===== src/rtl/mem_access_stage.sv =====
// MEM pipeline stage: drives a req/ack data-memory port for byte-lane loads and stores, handles
// load extension, misalignment and bus timeout, and owns the MEM/WB register.
module mem_access_stage #(
  parameter int TIMEOUT_CYCLES = 255
) (
  input  logic        clk,
  input  logic        rst,
  input  logic [63:0] alu_result,
  input  logic [63:0] mem_address,
  input  logic [63:0] mem_write_data,
  input  logic        mem_read,
  input  logic        mem_write,
  input  logic        mem_to_reg,
  input  logic [2:0]  funct3,
  input  logic        reg_write,
  input  logic [4:0]  rd_addr,
  output logic        dmem_req,
  output logic        dmem_we,
  output logic [63:0] dmem_addr,
  output logic [63:0] dmem_wdata,
  output logic [7:0]  dmem_wstrb,
  input  logic        dmem_ack,
  input  logic [63:0] dmem_rdata,
  output logic        mem_stall,
  output logic [63:0] wb_data,
  output logic        wb_reg_write,
  output logic [4:0]  wb_rd_addr,
  output logic        exc_misaligned,
  output logic        exc_bus_error
);

  // state | meaning
  // IDLE  | no access in flight; decode EX/MEM, pass non-memory ops straight to MEM/WB
  // BUSY  | request outstanding on dmem, waiting for ack or timeout
  // DONE  | access finished; write result into MEM/WB and release the stall
  typedef enum logic [1:0] {IDLE, BUSY, DONE} state_t;
  typedef enum logic [1:0] {WB_PASS, WB_BUBBLE, WB_MISALIGN, WB_MEM} wb_sel_t;

  localparam int CNT_W = $clog2(TIMEOUT_CYCLES + 1);
  localparam logic [CNT_W-1:0] CNT_LIMIT = CNT_W'(TIMEOUT_CYCLES);

  state_t           state;
  state_t           state_next;
  wb_sel_t          wb_sel;
  logic             stall_raw;
  logic             start;
  logic             ack_hit;
  logic             timeout_hit;
  logic             mem_op;
  logic             is_store;
  logic             misaligned;
  logic             rd_nonzero;
  logic [2:0]       lane;
  logic [2:0]       lane_q;
  logic [2:0]       f3_q;
  logic [7:0]       size_mask;
  logic [7:0]       wstrb_calc;
  logic [63:0]      wdata_calc;
  logic [63:0]      rdata_shift;
  logic [63:0]      load_ext;
  logic [63:0]      load_q;
  logic [CNT_W-1:0] count_q;
  logic             buserr_q;

  assign mem_op     = mem_read | mem_write;
  assign is_store   = mem_write & ~mem_read;
  assign lane       = mem_address[2:0];
  assign rd_nonzero = |rd_addr;

  always_comb begin
    size_mask  = 8'h01;
    misaligned = 1'b0;
    case (funct3[1:0])
      2'b00: begin
        size_mask  = 8'h01;
        misaligned = 1'b0;
      end
      2'b01: begin
        size_mask  = 8'h03;
        misaligned = mem_address[0];
      end
      2'b10: begin
        size_mask  = 8'h0f;
        misaligned = |mem_address[1:0];
      end
      default: begin
        size_mask  = 8'hff;
        misaligned = |mem_address[2:0];
      end
    endcase
  end

  assign wstrb_calc = is_store ? (size_mask << lane) : 8'h00;
  assign wdata_calc = is_store ? (mem_write_data << {lane, 3'b000}) : 64'd0;

  // Extension uses the captured size/lane, since ack data arrives after IDLE has passed.
  assign rdata_shift = dmem_rdata >> {lane_q, 3'b000};

  always_comb begin
    load_ext = rdata_shift;
    case (f3_q[1:0])
      2'b00: load_ext = f3_q[2] ? {56'd0, rdata_shift[7:0]}
                                : {{56{rdata_shift[7]}}, rdata_shift[7:0]};
      2'b01: load_ext = f3_q[2] ? {48'd0, rdata_shift[15:0]}
                                : {{48{rdata_shift[15]}}, rdata_shift[15:0]};
      2'b10: load_ext = f3_q[2] ? {32'd0, rdata_shift[31:0]}
                                : {{32{rdata_shift[31]}}, rdata_shift[31:0]};
      default: load_ext = rdata_shift;
    endcase
  end

  always_ff @(posedge clk or posedge rst) begin
    if (rst) begin
      state <= IDLE;
    end else begin
      state <= state_next;
    end
  end

  always_comb begin
    state_next  = state;
    stall_raw   = 1'b0;
    start       = 1'b0;
    ack_hit     = 1'b0;
    timeout_hit = 1'b0;
    wb_sel      = WB_BUBBLE;
    case (state)
      IDLE: begin
        if (!mem_op) begin
          wb_sel = WB_PASS;
        end else if (misaligned) begin
          wb_sel = WB_MISALIGN;
        end else begin
          stall_raw  = 1'b1;
          start      = 1'b1;
          state_next = BUSY;
        end
      end
      BUSY: begin
        stall_raw = 1'b1;
        if (dmem_ack) begin
          ack_hit    = 1'b1;
          state_next = DONE;
        end else if (count_q == CNT_LIMIT) begin
          timeout_hit = 1'b1;
          state_next  = DONE;
        end
      end
      DONE: begin
        wb_sel     = WB_MEM;
        state_next = IDLE;
      end
      default: state_next = IDLE;
    endcase
  end

  // Stall must drop the moment reset is asserted, even with a memory op still presented.
  assign mem_stall = stall_raw & ~rst;

  always_ff @(posedge clk or posedge rst) begin
    if (rst) begin
      dmem_req   <= 1'b0;
      dmem_we    <= 1'b0;
      dmem_addr  <= 64'd0;
      dmem_wdata <= 64'd0;
      dmem_wstrb <= 8'd0;
      lane_q     <= 3'd0;
      f3_q       <= 3'd0;
      count_q    <= '0;
      load_q     <= 64'd0;
      buserr_q   <= 1'b0;
    end else begin
      if (start) begin
        dmem_req   <= 1'b1;
        dmem_we    <= is_store;
        dmem_addr  <= {mem_address[63:3], 3'b000};
        dmem_wdata <= wdata_calc;
        dmem_wstrb <= wstrb_calc;
        lane_q     <= lane;
        f3_q       <= funct3;
        count_q    <= CNT_W'(1);
        buserr_q   <= 1'b0;
      end
      if (ack_hit) begin
        dmem_req <= 1'b0;
        load_q   <= load_ext;
        buserr_q <= 1'b0;
      end else if (timeout_hit) begin
        dmem_req <= 1'b0;
        buserr_q <= 1'b1;
      end else if (state == BUSY) begin
        count_q <= count_q + CNT_W'(1);
      end
      if (state == DONE) begin
        count_q <= '0;
      end
    end
  end

  always_ff @(posedge clk or posedge rst) begin
    if (rst) begin
      wb_data        <= 64'd0;
      wb_reg_write   <= 1'b0;
      wb_rd_addr     <= 5'd0;
      exc_misaligned <= 1'b0;
      exc_bus_error  <= 1'b0;
    end else begin
      case (wb_sel)
        WB_PASS: begin
          wb_data        <= alu_result;
          wb_reg_write   <= reg_write & rd_nonzero;
          wb_rd_addr     <= rd_addr;
          exc_misaligned <= 1'b0;
          exc_bus_error  <= 1'b0;
        end
        WB_MISALIGN: begin
          wb_data        <= mem_address;
          wb_reg_write   <= 1'b0;
          wb_rd_addr     <= rd_addr;
          exc_misaligned <= 1'b1;
          exc_bus_error  <= 1'b0;
        end
        WB_MEM: begin
          wb_data        <= mem_to_reg ? load_q : alu_result;
          wb_reg_write   <= reg_write & ~buserr_q & rd_nonzero;
          wb_rd_addr     <= rd_addr;
          exc_misaligned <= 1'b0;
          exc_bus_error  <= buserr_q;
        end
        default: begin
          wb_reg_write   <= 1'b0;
          exc_misaligned <= 1'b0;
          exc_bus_error  <= 1'b0;
        end
      endcase
    end
  end

endmodule

===== config.mk =====
export PLATFORM = sky130hd
export DESIGN_NAME = mem_access_stage
export DESIGN_NICKNAME = d
export VERILOG_FILES = /design/src/rtl/mem_access_stage.sv
export SDC_FILE = /design/constraint.sdc
export NUM_CORES = 1
export LEC_CHECK = 0
export CORE_UTILIZATION = 30
export CTS_CLUSTER_SIZE = 20
export DETAILED_ROUTE_END_ITERATION = 10
export HOLD_SLACK_MARGIN = 0.15
export SYNTH_ARGS = -nofsm -noshare
export SYNTH_HDL_FRONTEND = slang
export SYNTH_SLANG_ARGS = --single-unit

===== constraint.sdc =====
create_clock -name clk -period 12.4 [get_ports clk]
set_clock_uncertainty 0.15 [all_clocks]
set_input_delay 3.72 -clock clk [delete_from_list [all_inputs] [get_ports clk]]
set_output_delay 3.72 -clock clk [all_outputs]
set_load 0.01 [all_outputs]

* After elaboration in Yosys (flattened, before gate mapping) *
Index checks and enable logic that the tools add are counted.

operators by class
  add/sub/neg operators = 1
  equality and inequality tests = 12
  shifts and indexed selects = 3
  mux-type cells = 41
  bitwise operators = 9
  reductions and logical operators = 11

operators with widths
  cell                   number
  $pmux W64 S3           2
  $mux W64               5
  $shl A64 B6 Y64        1
  $shr A64 B6 Y64        1
  $mux W8                6
  $pmux W8 S3            1
  $mux W1                16
  $mux W2                6
  $eq A2 B2 Y1 const B   5
  $add A8 B1 Y8 const B  1
  $eq A8 B8 Y1 const B   1
  $logic_not A2 Y1       4
  $pmux W2 S2            2
  $shl A8 B3 Y8          1
  $eq A2 B1 Y1 const B   3
  $reduce_bool A3 Y1     2
  $reduce_or A3 Y1       2
  $and A1 B1 Y1          5
  $reduce_or A5 Y1       1
  $ne A2 B2 Y1 const B   2
  $pmux W1 S2            2
  $ne A3 B3 Y1 const B   1
  $not A1 Y1             3
  $pmux W1 S3            1
  other kinds (3)        3

word-level totals
  register bits after elaboration = 288
  bits of input ports = 271
  output and inout bits = 211
  word-level logic and storage cells = 93

* Longest topological paths before layout *
Gate-level depths: netlist of the first run.

  word-level depth = 10
  depth in mapped cells = 12
  mapped depth without buffers = 9

* Worst setup path before layout of the first run *
Ideal clock, no wire load.

  kind = input-to-output
  start point = input mem_address[0]
  end point = output mem_stall
  arrival = 4.745 ns
  required time = 8.530 ns
  setup slack = 3.785 ns
  cell stages on the path = 6
  path buffers = 1
  cells stage by stage = buf_4 o21ai_0 o21ai_1 nor2_1 nor2_1 nor3_1

between the ends
  cells in the longest elaborated chain, start to end = 6
  elaborated cells on any way between the ends = 7
  classes of those cells = 4 x mux; 1 x bitwise; 2 x reduce/logical

ends and longest elaborated chain
  element                                               RTL line  source
  start, declared                                       9         input logic [63:0] mem_address,
  $reduce_or A3 Y1 or $reduce_or A2 Y1 (tied branches)  88, 84
  $pmux W1 S3 (*)                                       73        case (funct3[1:0])
  $mux W1 (*)                                           131       end else if (misaligned) begin
  $mux W1 (*)                                           129       if (!mem_op) begin
  $pmux W1 S2 (*)                                       127       case (state)
  $and A1 B1 Y1 (*)                                     158       assign mem_stall = stall_raw & ~rst;
  end, declared                                         24        output logic mem_stall,

Mark *: on every way between the ends. The rest lies on a longest branch, timed or not.

* Worst setup path after layout of the first run *
  start point = input mem_address[1]
  end point = output mem_stall

The elaborated chain is that of the path after synthesis.

==> results.yml, run 1 <==
outcome:
  status: "completed"
floorplanning:
  io_pins: 482
  die_x_um: 228
  fp.dieArea_sq_um: 52200
  start_util_pct: 30.5
  core.rowCount: 82
  core_sq_um: 50400
  die_y_um: 228
clock_network:
  clockRootBuffer: "clkbuf_16"
  cts_resized: 0
  insertion_delay_ns: 0.56
  cts_tree: "done"
  clk_pin_slew_ns: 0.05
  hold_buffers: 0
  cts_buffer_depth: 3
  cts_max_level: 2
  cts_setup_buffers: 0
  cts_buffers: 37
  cts.sinks: 288
logic_synthesis:
  syn_avg_cell_area_sq_um: 10.3
  yosys_most_used_dff: "dfrtp_1"
  synth_largest_area_cell: "dfrtp_1"
  ys_seq_area_share_pct: 46.8
  syn_area_sq_um: 15400
  ys_ff_latch: 288
  ys_top_cells_by_area: "dfrtp_1 (47%), a21oi_1 (7.9%), mux2_2 (7.0%)"
  yosysMostFrequentCell: "dfrtp_1"
  ys_types: 58
  synth_common_cells: "dfrtp_1 (288), a21oi_1 (244), nor2_1 (106), mux2_2 (96), nand2_1 (90)"
  postSynthCellCount: 1496
  ys_async_sr_fraction_pct: 100
  synth_top_area_share_pct: 46.8
  synth_edf_count: 0
  yosysWarnings: 0
grt:
  grt_max_degree: 163
  grt_pass1_vias: 14300
  antenna_found_initial: 5
  gr-usage-all-layers_pct: 23.3
  grt.overflow.total: 0
  grt_pass1_wl_um: 92600
timing:
  grt_setup_unrepaired: "false"
  hold_viol_final: 0
  worst_pin_slew_ns: 1.29
  slew_headroom_pct: 13.6
  whs_ns: 0.334
  setup_violations: 0
  worst_slack_ns: 2.65
  finalCritPeriodShare_pct: 78.6
  fin_crit_ns: 9.75
  setup-tns-final_ns: 0
  max_freq_ghz: 0.103
  slew_violations: 0
detailed_routing:
  routed_wl_um: 61800
  via_per_inst: 5.37
  drt_pass1_iterations: 7
  dr_total_vias: 14000
  drt_iter0_markers: 928
  drc: 0
  wire_per_inst_um: 23.8
  drtAntennaViolNets: 0
pwr:
  leakagePower_uw: 0.00910
  ir_drop_uv: 89.5
  power_uw: 4450
  powerDensity_nw_per_um2: 204
hold_path:
  hold_class: "flip-flop to flip-flop"
  hold_start: "dmem_wstrb[7]"
placement:
  hpwl_um: 44100
  place_area_sq_um: 20600
  pre_cts_slack_ns: 2.65
  portBuffers: 478
  place.gp.congestion: 0.916
worst_setup_path:
  crit_path_end_kind: "output pin"
  cp_max_fo: 60
  rr_endpoint: "load_q[52]"
  endpoint: "mem_stall"
  path_class: "primary input to output pin"
  r2r_slack_ns: 8.96
  crit_start: "mem_address[1]"
  required_ns: 8.53
  startpoint_type: "primary input"
  r2r_start: "lane_q[1]"
  crit_arrival_ns: 5.88
  r2r_cells: 6
layout:
  nets: 2172
  area_growth_pct: 41.4
  drive_gt1_share_pct: 12.2
  final_area_sq_um: 21800
flow_run:
  maxCapViolCount: 0
-- flip-flops by register name, indices dropped and copies added (netlist names) --
name and count:
buserr_q 1, load_q 64, wb_rd_addr 5, count_q 8, dmem_wdata 64, f3_q 3, lane_q 3, exc_misaligned 1
wb_reg_write 1, state 2, exc_bus_error 1, wb_data 64, dmem_we 1, dmem_req 1, dmem_wstrb 8, dmem_addr 61
-- cell usage in the layout, fill, tap and decap left out, types with 5 or more instances in the layout --
master           netlist  final
nor2b_1               17     17
dfrtp_1              288    286
a21oi_1              244    243
nor2_1               106    106
nand2b_1               8      8
clkbuf_1              52     10
mux2i_1               85     85
a2bb2oi_1              8      8
o21ai_0               65     65
clkbuf_16              0     37
buf_4                 12     12
a22o_1                35     35
or3_1                  5      5
a211oi_1              15     15
and2_1                 7      5
mux4_2                37     37
a31oi_1               31     31
o2bb2ai_1              5      5
clkdlybuf4s50_1        0    475
inv_1                 80     79
clkinv_2               0      5
nor3_1                 8      8
o22ai_1                8      8
or2_2                  6      6
mux2_2                96     96
nand3_1                8      8
nand2_1               90     90
a221o_1               64     64
-- critical path, cell delays in order --
cell and delay [ns]:
buf_2 0.10, buf_4 0.33, o21ai_0 0.51, o21ai_1 0.28
nor2_1 0.16, nor2_1 0.05, nor3_1 0.14, clkdlybuf4s50_1 0.56
-- cell families after synthesis --
kind of cell | after synthesis | share of synthesized area, %
compound gates | 502 | 20.7
fa+ha+maj | 3 | 0.244
buf+inv | 211 | 6.02
flops | 288 | 46.8
mux | 219 | 18.1
other cells | 1 | 0.0244
simple gates | 272 | 8.07
-- per-stage QoR --
step / instances / utilization, %
2_1_floorplan: 1498 / -
3_3_place_gp: 2531 / 40.8
3_5_place_dp: 2531 / 40.8
4_1_cts: 2597 / 43.2
5_1_grt: 2600 / 43.2
6_report: 2601 / 43.2
-- layer usage --
metal  GRT usage (%)  part of all wire [%]  vias up  wire length [um]
met5               0                 0.044        -                27
met4            7.32                   2.9        4              1780
met3            6.94                   8.2       83              5060
met2            39.2                    49      606             30100
met1            28.5                    40     7014             24900
li1                -                     -     6262                 -
-- where the power goes --
group | switching, uW | internal, uW
Clock | 455 | 623
Sequential | 265 | 1280
Combinational | 916 | 911
Total | 1640 | 2810
-- worst min-delay path by stage --
| stage | slack [ns] | cells after the start | endpoint |
|---|---|---|---|
| floorplan | 0.30 | 2 | load_q[7] |
| global route | 0.35 | 1 | dmem_wstrb[0] |
| CTS | 0.34 | 1 | dmem_wstrb[0] |
| detailed placement | 0.32 | 2 | dmem_we |
| global placement | 0.31 | 2 | dmem_wdata[56] |
| finish | 0.33 | 2 | dmem_wstrb[7] |
-- final cells by class --
| cell class | count | area, sq um |
|---|---|---|
| clock inverter | 15 | 163 |
| fill | 4835 | 28600 |
| clock buffer | 51 | 1020 |
| sequential | 288 | 7210 |
| antenna | 4 | 10.0 |
| inverter | 82 | 315 |
| tap | 672 | 841 |
| multi-input combinational | 999 | 7320 |
| timing repair buffer | 490 | 4870 |
Note: power is estimated with default switching activity, not from simulation.
==> run 2: changes to the inputs <==
==> constraint.sdc (replaced) <==
create_clock -name clk -period 8.3 [get_ports clk]
set_clock_uncertainty 0.15 [all_clocks]
set_input_delay 2.49 -clock clk [delete_from_list [all_inputs] [get_ports clk]]
set_output_delay 2.49 -clock clk [all_outputs]
set_load 0.01 [all_outputs]
==> run 2 against run 1 <==
Setup slack got worse by 1.6 ns. Sequential power up 53%. Utilization increased by 0.21 points. Non-clock buffer count grew 6. Largest power group unchanged. Final cell count is 0.15% higher. Cell area rose by 0.49%. Critical path depth shrank 1. Die area did not move. Clock power increased by 56%. Largest cell class unchanged.
==> results.yml, run 2 (synthesis gave the netlist of run 1 again) <==
layout:
  drive_gt1_share_pct: 12.5
  seqCellArea_sq_um: 7210
  multi_input_comb_area_sq_um: 7320
  final_cell_mix: "clkdlybuf4s50_1 (475), dfrtp_1 (286), a21oi_1 (243), nor2_1 (106), mux2_2 (96)"
  nets: 2178
  nFillCells: 4762
  fin_cells: 2605
  area_growth_pct: 42.1
  reg_top3: "dmem_wdata x64, load_q x64, wb_data x64"
  final_common_cell: "clkdlybuf4s50_1"
timing:
  setup-tns-final_ns: 0
  grt_setup_unrepaired: "false"
  fin_crit_ns: 7.25
  worst_pin_slew_ns: 1.23
  slew_headroom_pct: 17.8
  hold_viol_final: 0
  max_freq_ghz: 0.138
  setup_violations: 0
  finalCritPeriodShare_pct: 87.4
  worst_slack_ns: 1.05
  slew_violations: 0
outcome:
  status: "completed"
detailed_routing:
  via_per_inst: 5.34
  drt_iter0_markers: 944
  drtAntennaViolNets: 0
  drt_pass1_iterations: 7
  routed_wl_um: 61800
  dr_total_vias: 13900
  wire_per_inst_um: 23.7
  drc: 0
grt:
  grt.overflow.total: 0
  antenna_found_initial: 5
  grt_pass1_vias: 14200
  gr-usage-all-layers_pct: 23.2
  grt_pass1_wl_um: 91800
  grt_max_degree: 127
clock_network:
  cts_buffers: 37
  cts_max_level: 2
  hold_buffers: 0
  clk_pin_slew_ns: 0.06
  cts_resized: 0
  cts.sinks: 288
  cts_buffer_depth: 3
  cts_tree: "done"
  cts_setup_buffers: 0
  clockRootBuffer: "clkbuf_16"
  insertion_delay_ns: 0.56
pwr:
  ir_drop_uv: 113
  leakagePower_uw: 0.00916
  powerDensity_nw_per_um2: 307
placement:
  pre_cts_slack_ns: 1.06
  place.gp.congestion: 0.915
  portBuffers: 478
  post-place-cells: 2537
  hpwl_um: 44800
flow_run:
  maxCapViolCount: 0
floorplanning:
  io_pins: 482
  die_x_um: 228
  core.rowCount: 82
  fp.dieArea_sq_um: 52200
  core_sq_um: 50400
  start_util_pct: 30.5
  die_y_um: 228
worst_setup_path:
  slowest_delay_ns: 0.57
  startpoint_type: "primary input"
  cp_max_fo: 9
  crit_arrival_ns: 4.61
  worst_path_max_delay_cell: "clkdlybuf4s50_1"
  required_ns: 5.66
  path_class: "primary input to output pin"
  path_cells: "clkdlybuf4s50_1 -> a21oi_1 -> o21ai_1 -> nor2_1 -> nor2_1 -> nor3_1 -> clkdlybuf4s50_1"
  crit_path_end_kind: "output pin"
hold_path:
  hold_class: "flip-flop to flip-flop"
run 2: cell types whose count changed in the layout (fill, tap and decap cells not counted):
| cell | previous run | this run |
|---|---|---|
| diode_2 | 4 | 2 |
| inv_16 | 1 | 0 |
| inv_8 | 1 | 0 |
| clkinvlp_4 | 3 | 4 |
| clkbuf_1 | 10 | 8 |
| buf_12 | 1 | 2 |
| clkbuf_8 | 4 | 3 |
| bufinv_16 | 2 | 5 |
| buf_4 | 12 | 17 |
| clkinv_4 | 2 | 3 |
run 2: final cells by class:
cell class                 instances  area share [%]
multi-input combinational        999            33.5
clock inverter                    18            1.10
sequential                       288            33.0
clock buffer                      48            4.56
antenna                            2          0.0229
tap                              672            3.85
timing repair buffer             496            22.6
inverter                          82            1.43
run 2: worst paths after layout:
kind	startpoint	slack [ns]	endpoint	cells after the start
setup / recovery	funct3[1]	1.05	mem_stall	7
hold / removal	dmem_wdata[63]	0.33	dmem_wdata[63]	2
setup reg to reg	lane_q[1]	4.84	load_q[55]	6
hold reg to reg	dmem_wdata[63]	0.33	dmem_wdata[63]	2
max in group asynchronous	rst	4.17	dmem_addr[32]	4
min in group asynchronous	rst	2.39	state[1]	3
run 2: metal layers:
metal,vias to the layer above,GRT usage [%],share of wire (%)
li1,6276,-,-
met1,6935,27.1,39
met2,601,39.6,49
met3,106,6.69,8.2
met4,4,9.69,3.9
met5,-,0,0.042
run 2: power breakdown:
part           internal, uW  leakage [uW]  total (uW)  switching [uW]
Sequential             1910       0.00349        2350             439
Combinational          1360       0.00506        2680            1310
Clock                  1010      0.000599        1680             666
run 2: critical path, delay by kind of cell:
family / cells / cell delay (ns)
simple gates: 3 / 0.35
buf+inv: 2 / 1.13
compound gates: 2 / 0.64
run 2: metrics by stage:
step                      area (sq um)  hold WS [ns]  power (uW)  util [%]
after global routing             21900         0.351        7080      43.4
after detailed placement         20600         0.315        5050      40.9
after global placement           20600         0.314        5010      40.9
after floorplan                  15400         0.300        3720         -
after CTS                        21900         0.335        6770      43.4
final                            21900         0.330        6700      43.4
